--- src/rtl/soc_system_led_pkg.sv ---
// rtl/soc_system_led_pkg.sv - register map, widths and reset defaults for the LED driver
// Ports: none (package).
package soc_system_led_pkg;

   typedef enum logic [1:0] {
      REG_DUTY      = 2'd0,
      REG_BLINK_EN  = 2'd1,
      REG_PRESCALE  = 2'd2,
      REG_STATUS    = 2'd3
   } reg_addr_e;

   localparam int PRESCALE_W       = 16;
   localparam int BLINK_CNT_W      = 8;
   localparam int STATUS_PHASE_BIT = 8;

   localparam logic [7:0]            DUTY_RST     = 8'hFF;
   localparam logic [PRESCALE_W-1:0] PRESCALE_RST = '0;

endpackage

--- src/rtl/soc_system_led_tick_gen.sv ---
// rtl/soc_system_led_tick_gen.sv - programmable prescaler producing a one-cycle tick
// Ports:
//   clk      - clock
//   reset_n  - asynchronous active-low reset
//   prescale - tick period minus one (0 = tick every cycle)
//   clear    - restart the count at zero; suppresses the tick this cycle
//   tick     - one-cycle pulse when the count reaches prescale
module soc_system_led_tick_gen
   import soc_system_led_pkg::*;
(
   input  logic                  clk,
   input  logic                  reset_n,
   input  logic [PRESCALE_W-1:0] prescale,
   input  logic                  clear,
   output logic                  tick
);

   logic [PRESCALE_W-1:0] cnt_q;
   logic [PRESCALE_W-1:0] cnt_d;

   always_comb begin
      tick  = 1'b0;
      cnt_d = cnt_q + PRESCALE_W'(1);
      if (clear) begin
         cnt_d = '0;
      end else if (cnt_q == prescale) begin
         tick  = 1'b1;
         cnt_d = '0;
      end
   end

   always_ff @(posedge clk or negedge reset_n) begin
      if (!reset_n) begin
         cnt_q <= '0;
      end else begin
         cnt_q <= cnt_d;
      end
   end

endmodule

--- src/rtl/soc_system_led_driver.sv ---
// rtl/soc_system_led_driver.sv - PWM dimming and blink gating of PIO LED requests
// Ports:
//   clk, reset_n       - clock, asynchronous active-low reset
//   led_req            - per-LED on/off request from the PIO
//   address, chipselect, write_n, writedata, readdata - Avalon-MM register slave
//   led_out            - registered active-high LED pin drive
module soc_system_led_driver
   import soc_system_led_pkg::*;
#(
   parameter int NUM_LEDS = 5,
   parameter int PWM_BITS = 8
) (
   input  logic                clk,
   input  logic                reset_n,
   input  logic [NUM_LEDS-1:0] led_req,
   input  logic [1:0]          address,
   input  logic                chipselect,
   input  logic                write_n,
   input  logic [31:0]         writedata,
   output logic [31:0]         readdata,
   output logic [NUM_LEDS-1:0] led_out
);

   logic [PWM_BITS-1:0]    duty_q, duty_d;
   logic [NUM_LEDS-1:0]    blink_en_q, blink_en_d;
   logic [PRESCALE_W-1:0]  prescale_q, prescale_d;
   logic                   prescale_clr_q, prescale_clr_d;
   logic [NUM_LEDS-1:0]    led_req_q, led_req_d;
   logic [PWM_BITS-1:0]    pwm_cnt_q, pwm_cnt_d;
   logic [BLINK_CNT_W-1:0] blink_cnt_q, blink_cnt_d;
   logic [NUM_LEDS-1:0]    led_out_q, led_out_d;

   logic wr_en;
   logic tick;
   logic pwm_on;
   logic blink_phase;
   logic unused_wdata;

   assign wr_en        = chipselect & ~write_n;
   assign blink_phase  = blink_cnt_q[BLINK_CNT_W-1];
   assign unused_wdata = ^writedata[31:PRESCALE_W];

   // All-ones duty is forced fully on; otherwise it would drop one count per period.
   assign pwm_on = (duty_q == {PWM_BITS{1'b1}}) | (pwm_cnt_q < duty_q);

   // The counter clear lands the cycle after the PRESCALE write so a tick
   // coinciding with the write still counts.
   soc_system_led_tick_gen u_tick_gen (
      .clk      (clk),
      .reset_n  (reset_n),
      .prescale (prescale_q),
      .clear    (prescale_clr_q),
      .tick     (tick)
   );

   always_comb begin
      duty_d         = duty_q;
      blink_en_d     = blink_en_q;
      prescale_d     = prescale_q;
      prescale_clr_d = 1'b0;
      led_req_d      = led_req;
      pwm_cnt_d      = pwm_cnt_q;
      blink_cnt_d    = blink_cnt_q;

      if (wr_en) begin
         case (reg_addr_e'(address))
            REG_DUTY:     duty_d     = writedata[PWM_BITS-1:0];
            REG_BLINK_EN: blink_en_d = writedata[NUM_LEDS-1:0];
            REG_PRESCALE: begin
               prescale_d     = writedata[PRESCALE_W-1:0];
               prescale_clr_d = 1'b1;
            end
            default: ;
         endcase
      end

      if (tick) begin
         pwm_cnt_d = pwm_cnt_q + PWM_BITS'(1);
         if (pwm_cnt_q == {PWM_BITS{1'b1}}) begin
            blink_cnt_d = blink_cnt_q + BLINK_CNT_W'(1);
         end
      end

      led_out_d = led_req_q & {NUM_LEDS{pwm_on}} & (~blink_en_q | {NUM_LEDS{blink_phase}});
   end

   always_ff @(posedge clk or negedge reset_n) begin
      if (!reset_n) begin
         duty_q         <= PWM_BITS'(DUTY_RST);
         blink_en_q     <= '0;
         prescale_q     <= PRESCALE_RST;
         prescale_clr_q <= 1'b0;
         led_req_q      <= '0;
         pwm_cnt_q      <= '0;
         blink_cnt_q    <= '0;
         led_out_q      <= '0;
      end else begin
         duty_q         <= duty_d;
         blink_en_q     <= blink_en_d;
         prescale_q     <= prescale_d;
         prescale_clr_q <= prescale_clr_d;
         led_req_q      <= led_req_d;
         pwm_cnt_q      <= pwm_cnt_d;
         blink_cnt_q    <= blink_cnt_d;
         led_out_q      <= led_out_d;
      end
   end

   always_comb begin
      readdata = '0;
      case (reg_addr_e'(address))
         REG_DUTY:     readdata[PWM_BITS-1:0]   = duty_q;
         REG_BLINK_EN: readdata[NUM_LEDS-1:0]   = blink_en_q;
         REG_PRESCALE: readdata[PRESCALE_W-1:0] = prescale_q;
         REG_STATUS: begin
            readdata[NUM_LEDS-1:0]     = led_out_q;
            readdata[STATUS_PHASE_BIT] = blink_phase;
         end
         default: ;
      endcase
   end

   assign led_out = led_out_q;

endmodule

--- config.mk ---
export PLATFORM = sky130hd
export DESIGN_NAME = soc_system_led_driver
export DESIGN_NICKNAME = d
export VERILOG_FILES = /design/src/rtl/soc_system_led_pkg.sv /design/src/rtl/soc_system_led_tick_gen.sv /design/src/rtl/soc_system_led_driver.sv
export SDC_FILE = /design/constraint.sdc
export NUM_CORES = 1
export LEC_CHECK = 0
export BUFFER_PORTS_ARGS = -buffer_cell sky130_fd_sc_hd__buf_2
export CAP_MARGIN = 10
export CORE_MARGIN = 1.5
export CORE_UTILIZATION = 23
export DETAILED_ROUTE_END_ITERATION = 10
export HOLD_SLACK_MARGIN = 0.12
export MAX_ROUTING_LAYER = met4
export PLACE_DENSITY = 0.43
export SYNTH_ARGS = -nofsm -noshare
export SYNTH_HDL_FRONTEND = slang
export SYNTH_HIERARCHICAL = 1
export SYNTH_SLANG_ARGS = --single-unit
--- constraint.sdc ---
create_clock -name clk -period 2.85 [get_ports clk]
set_input_delay 0.285 -clock clk [delete_from_list [all_inputs] [get_ports clk]]
set_output_delay 0.285 -clock clk [all_outputs]
set_load 0.01 [all_outputs]
==> impl_metrics.yaml <==
pwr:
  p_leak_uw: 0.002062
  power_frac_seq: 0.429
  p_total_uw: 3223
  ir_drop_uv: 348.9
  internal_power_uw: 2340
  share_comb_of_total_power: 0.165
  power_density_nw_per_um2: 718.0
  power.share.clock: 0.406
  p_sw_uw: 883.1
  swShare: 0.2740
synthesis:
  synth_edf_count: 0
  ys_warn_count: 6
  synthFlopType: "dfrtp_1"
  yosysMostFrequentCell: "dfrtp_1"
  syn_area_um2: 3655
  yosys-top-cells-area: "dfrtp_1 44%, xor2_1 6.5%, dfstp_2 5.8%"
  synth_adder_area_share: 0.03423
  ys_seq_area_frac: 0.4957
  yosys.area.top_type: "dfrtp_1"
  synth_top_family_by_area: "simple AND/OR/NAND/NOR gates"
  synth_compound_area_frac: 0.04519
  synth-xor-area-share: 0.1007
  syn-instance-count: 326
  yosys.area_share.simple: 0.1575
  syn_avg_cell_area_um2: 11.21
  yosysTopAreaCellShare: 0.4382
  netlist-cell-type-count: 41
  synthArstFlopShare: 1.000
  synth_commonest_cells: "64 x dfrtp_1, 27 x xor2_1, 21 x nor2_1, 20 x nand2_1"
  synth_seq_cells: 72
  muxShareOfSynthArea: 0.1003
layout:
  stdcell_area_um2: 4488
  stdcell_count: 601
  drive_gt1_frac: 0.2538
  area_growth_pct: 22.80
  num_antenna_cells: 0
  nets: 438
timing:
  setup-tns-final_ps: 0
  relSlewSlack: 0.3936
  layout_min_cycle_time_ps: 2547
  final-max-slew-violation-count: 0
  finClkSkew_ps: 5.963
  period_share: 0.8938
  tightest_slew_ps: 907.9
  rsz0062_at_grt: "false"
  finalSetupViolations: 0
  max_freq_mhz: 392.6
  whs_ps: 171.1
  hold_viol_final: 0
grt:
  grt_max_degree: 43
  antenna_found_initial: 0
  grt_pass1_wl_mm: 13.97
  grt_pass1_vias: 2538
  grt_usage: 0.1159
  grt_overflow: 0
floorplanning:
  fp.dieH_um: 129.1
  rows: 45
  core-area_um2: 15370
  start_util: 0.2378
  fp.dieArea_um2: 16660
  ios: 80
  die_w_um: 129.1
worst_setup_path:
  cp_slowest_cell: "dfrtp_1"
  worstPathMaxFanout: 7
  critical_path.most_common_cell: "nand4_1"
  critPathArrivalTime_ps: 2760
  path_buf_inv: 0
  r2r_slack_ps: 300
  crit_chain: "xor2_1 > nor4_1 > nand4_1 > nor2_1 > nand4_1 > nor2_2 > mux2_2"
  critPathCaptureType: "flop"
  critPathRequiredTime_ps: 3060
  worst_setup_path_start_kind: "flop"
  cpPeakStageDelay_ps: 450
  cp_top_family: "simple AND/OR/NAND/NOR gates"
  path_class: "reg -> reg"
clock_network:
  clock_latency_ps: 330
  post_cts_resized: 0
  clock_path_buffers: 2
  clk_pin_slew_ps: 60
  cts_setup_buffers: 0
  cts-root-buf: "clkbuf_16"
  cts_buffers: 9
  htree_levels: 3
  cts.sinks: 72
  cts_tree: "built"
drt:
  dr.pass1.iters: 4
  wl_per_cell_um: 14.15
  drt_iter0_drc: 131
  num_vias: 2500
  antenna_left: 0
  viasPerCell: 4.160
  drt-total-wl_mm: 8.503
  drc: 0
place:
  place_inst: 579
  post-dp-hpwl_mm: 6.225
  port_buffers: 47
  gp_congestion: 0.7936
  postPlaceCellArea_um2: 4081
job:
  maxCapViolCount: 0
run_status:
  status: "complete, no violations"
worst_hold_path:
  hold_class: "in -> reg"
routing by layer:
layer / vias to the layer above / track usage / wire length (µm)
met3: 9 / 0.03097 / 305
met1: 1223 / 0.1548 / 4227
met5: - / - / 0
met2: 50 / 0.1727 / 3873
li1: 1218 / - / -
met4: 0 / 0.03371 / 97
final timing paths:
kind,from,end,depth (start not counted)
max in group asynchronous,reset_n,duty_q[7],3
worst max register to register,u_tick_gen/cnt_q[3],blink_cnt_q[1],7
worst max-delay path,u_tick_gen/cnt_q[3],blink_cnt_q[1],7
worst min register to register,blink_cnt_q[6],blink_cnt_q[6],1
worst min-delay path,writedata[10],prescale_q[10],2
min in group asynchronous,reset_n,u_tick_gen/cnt_q[0],2
cell families (layout without fill, tap and decap cells):
group                    Yosys count  in the layout
adder cells (fa/ha/maj)           10             10
other                              1             16
XOR/XNOR                          42             42
flip-flops                        72             72
buffers and inverters             41             90
multiplexers                      28             28
AND/OR/NAND/NOR                  105            105
AO/OA/AOI/OAI                     27             27
state kept, by name, indices dropped and copies added (netlist names), 5 cells and up:
signal	flops
prescale_q	16
u_tick_gen/cnt_q	16
blink_cnt_q	8
duty_q	8
pwm_cnt_q	8
blink_en_q	5
led_out	5
led_req_q	5
power by group through the flow:
stage	sequential, µW	clock [µW]	combinational (µW)
2_1_floorplan	1330	0	406
3_3_place_gp	1400	0	525
3_5_place_dp	1410	0	534
4_1_cts	1390	1350	545
5_1_grt	1420	1400	603
6_report	1380	1310	533
area by class of cell:
| class | count | area (µm²) |
|---|---|---|
| fill | 1615 | 10880 |
| sequential | 72 | 1812 |
| multi-input combinational | 228 | 1660 |
| timing repair buffer | 58 | 345.3 |
| tap | 211 | 264.0 |
| clock buffer | 11 | 242.7 |
| clock inverter | 5 | 103.9 |
| inverter | 16 | 60.06 |
through the flow:
step	utilization	worst slack (ps)
5_1_grt	0.2920	87.35
2_1_floorplan	-	576.3
6_report	0.2920	302.6
3_5_place_dp	0.2655	297.6
3_3_place_gp	0.2655	304.2
4_1_cts	0.2920	316.4
timing repair:
action | in CTS | in global routing
endpoints found under the setup margin | 0 | 0
hold buffers | 6 | 0
endpoints found under the hold margin | 29 | 0
cells in the final DEF (no fill, tap or decap), drive strengths merged, types with 5 or more instances in the layout:
cell type	n
dfrtp	64
buf	52
xor2	27
nor2	22
nand2	20
o21ai	19
mux2	19
nand4	17
inv	16
conb	16
xnor2	15
clkbuf	11
nand3	10
ha	10
and2	8
dfstp	8
nor3	7
nor4	6
dlygate4sd3	6
mux4	5
Note: power is estimated with default switching activity, not from simulation.
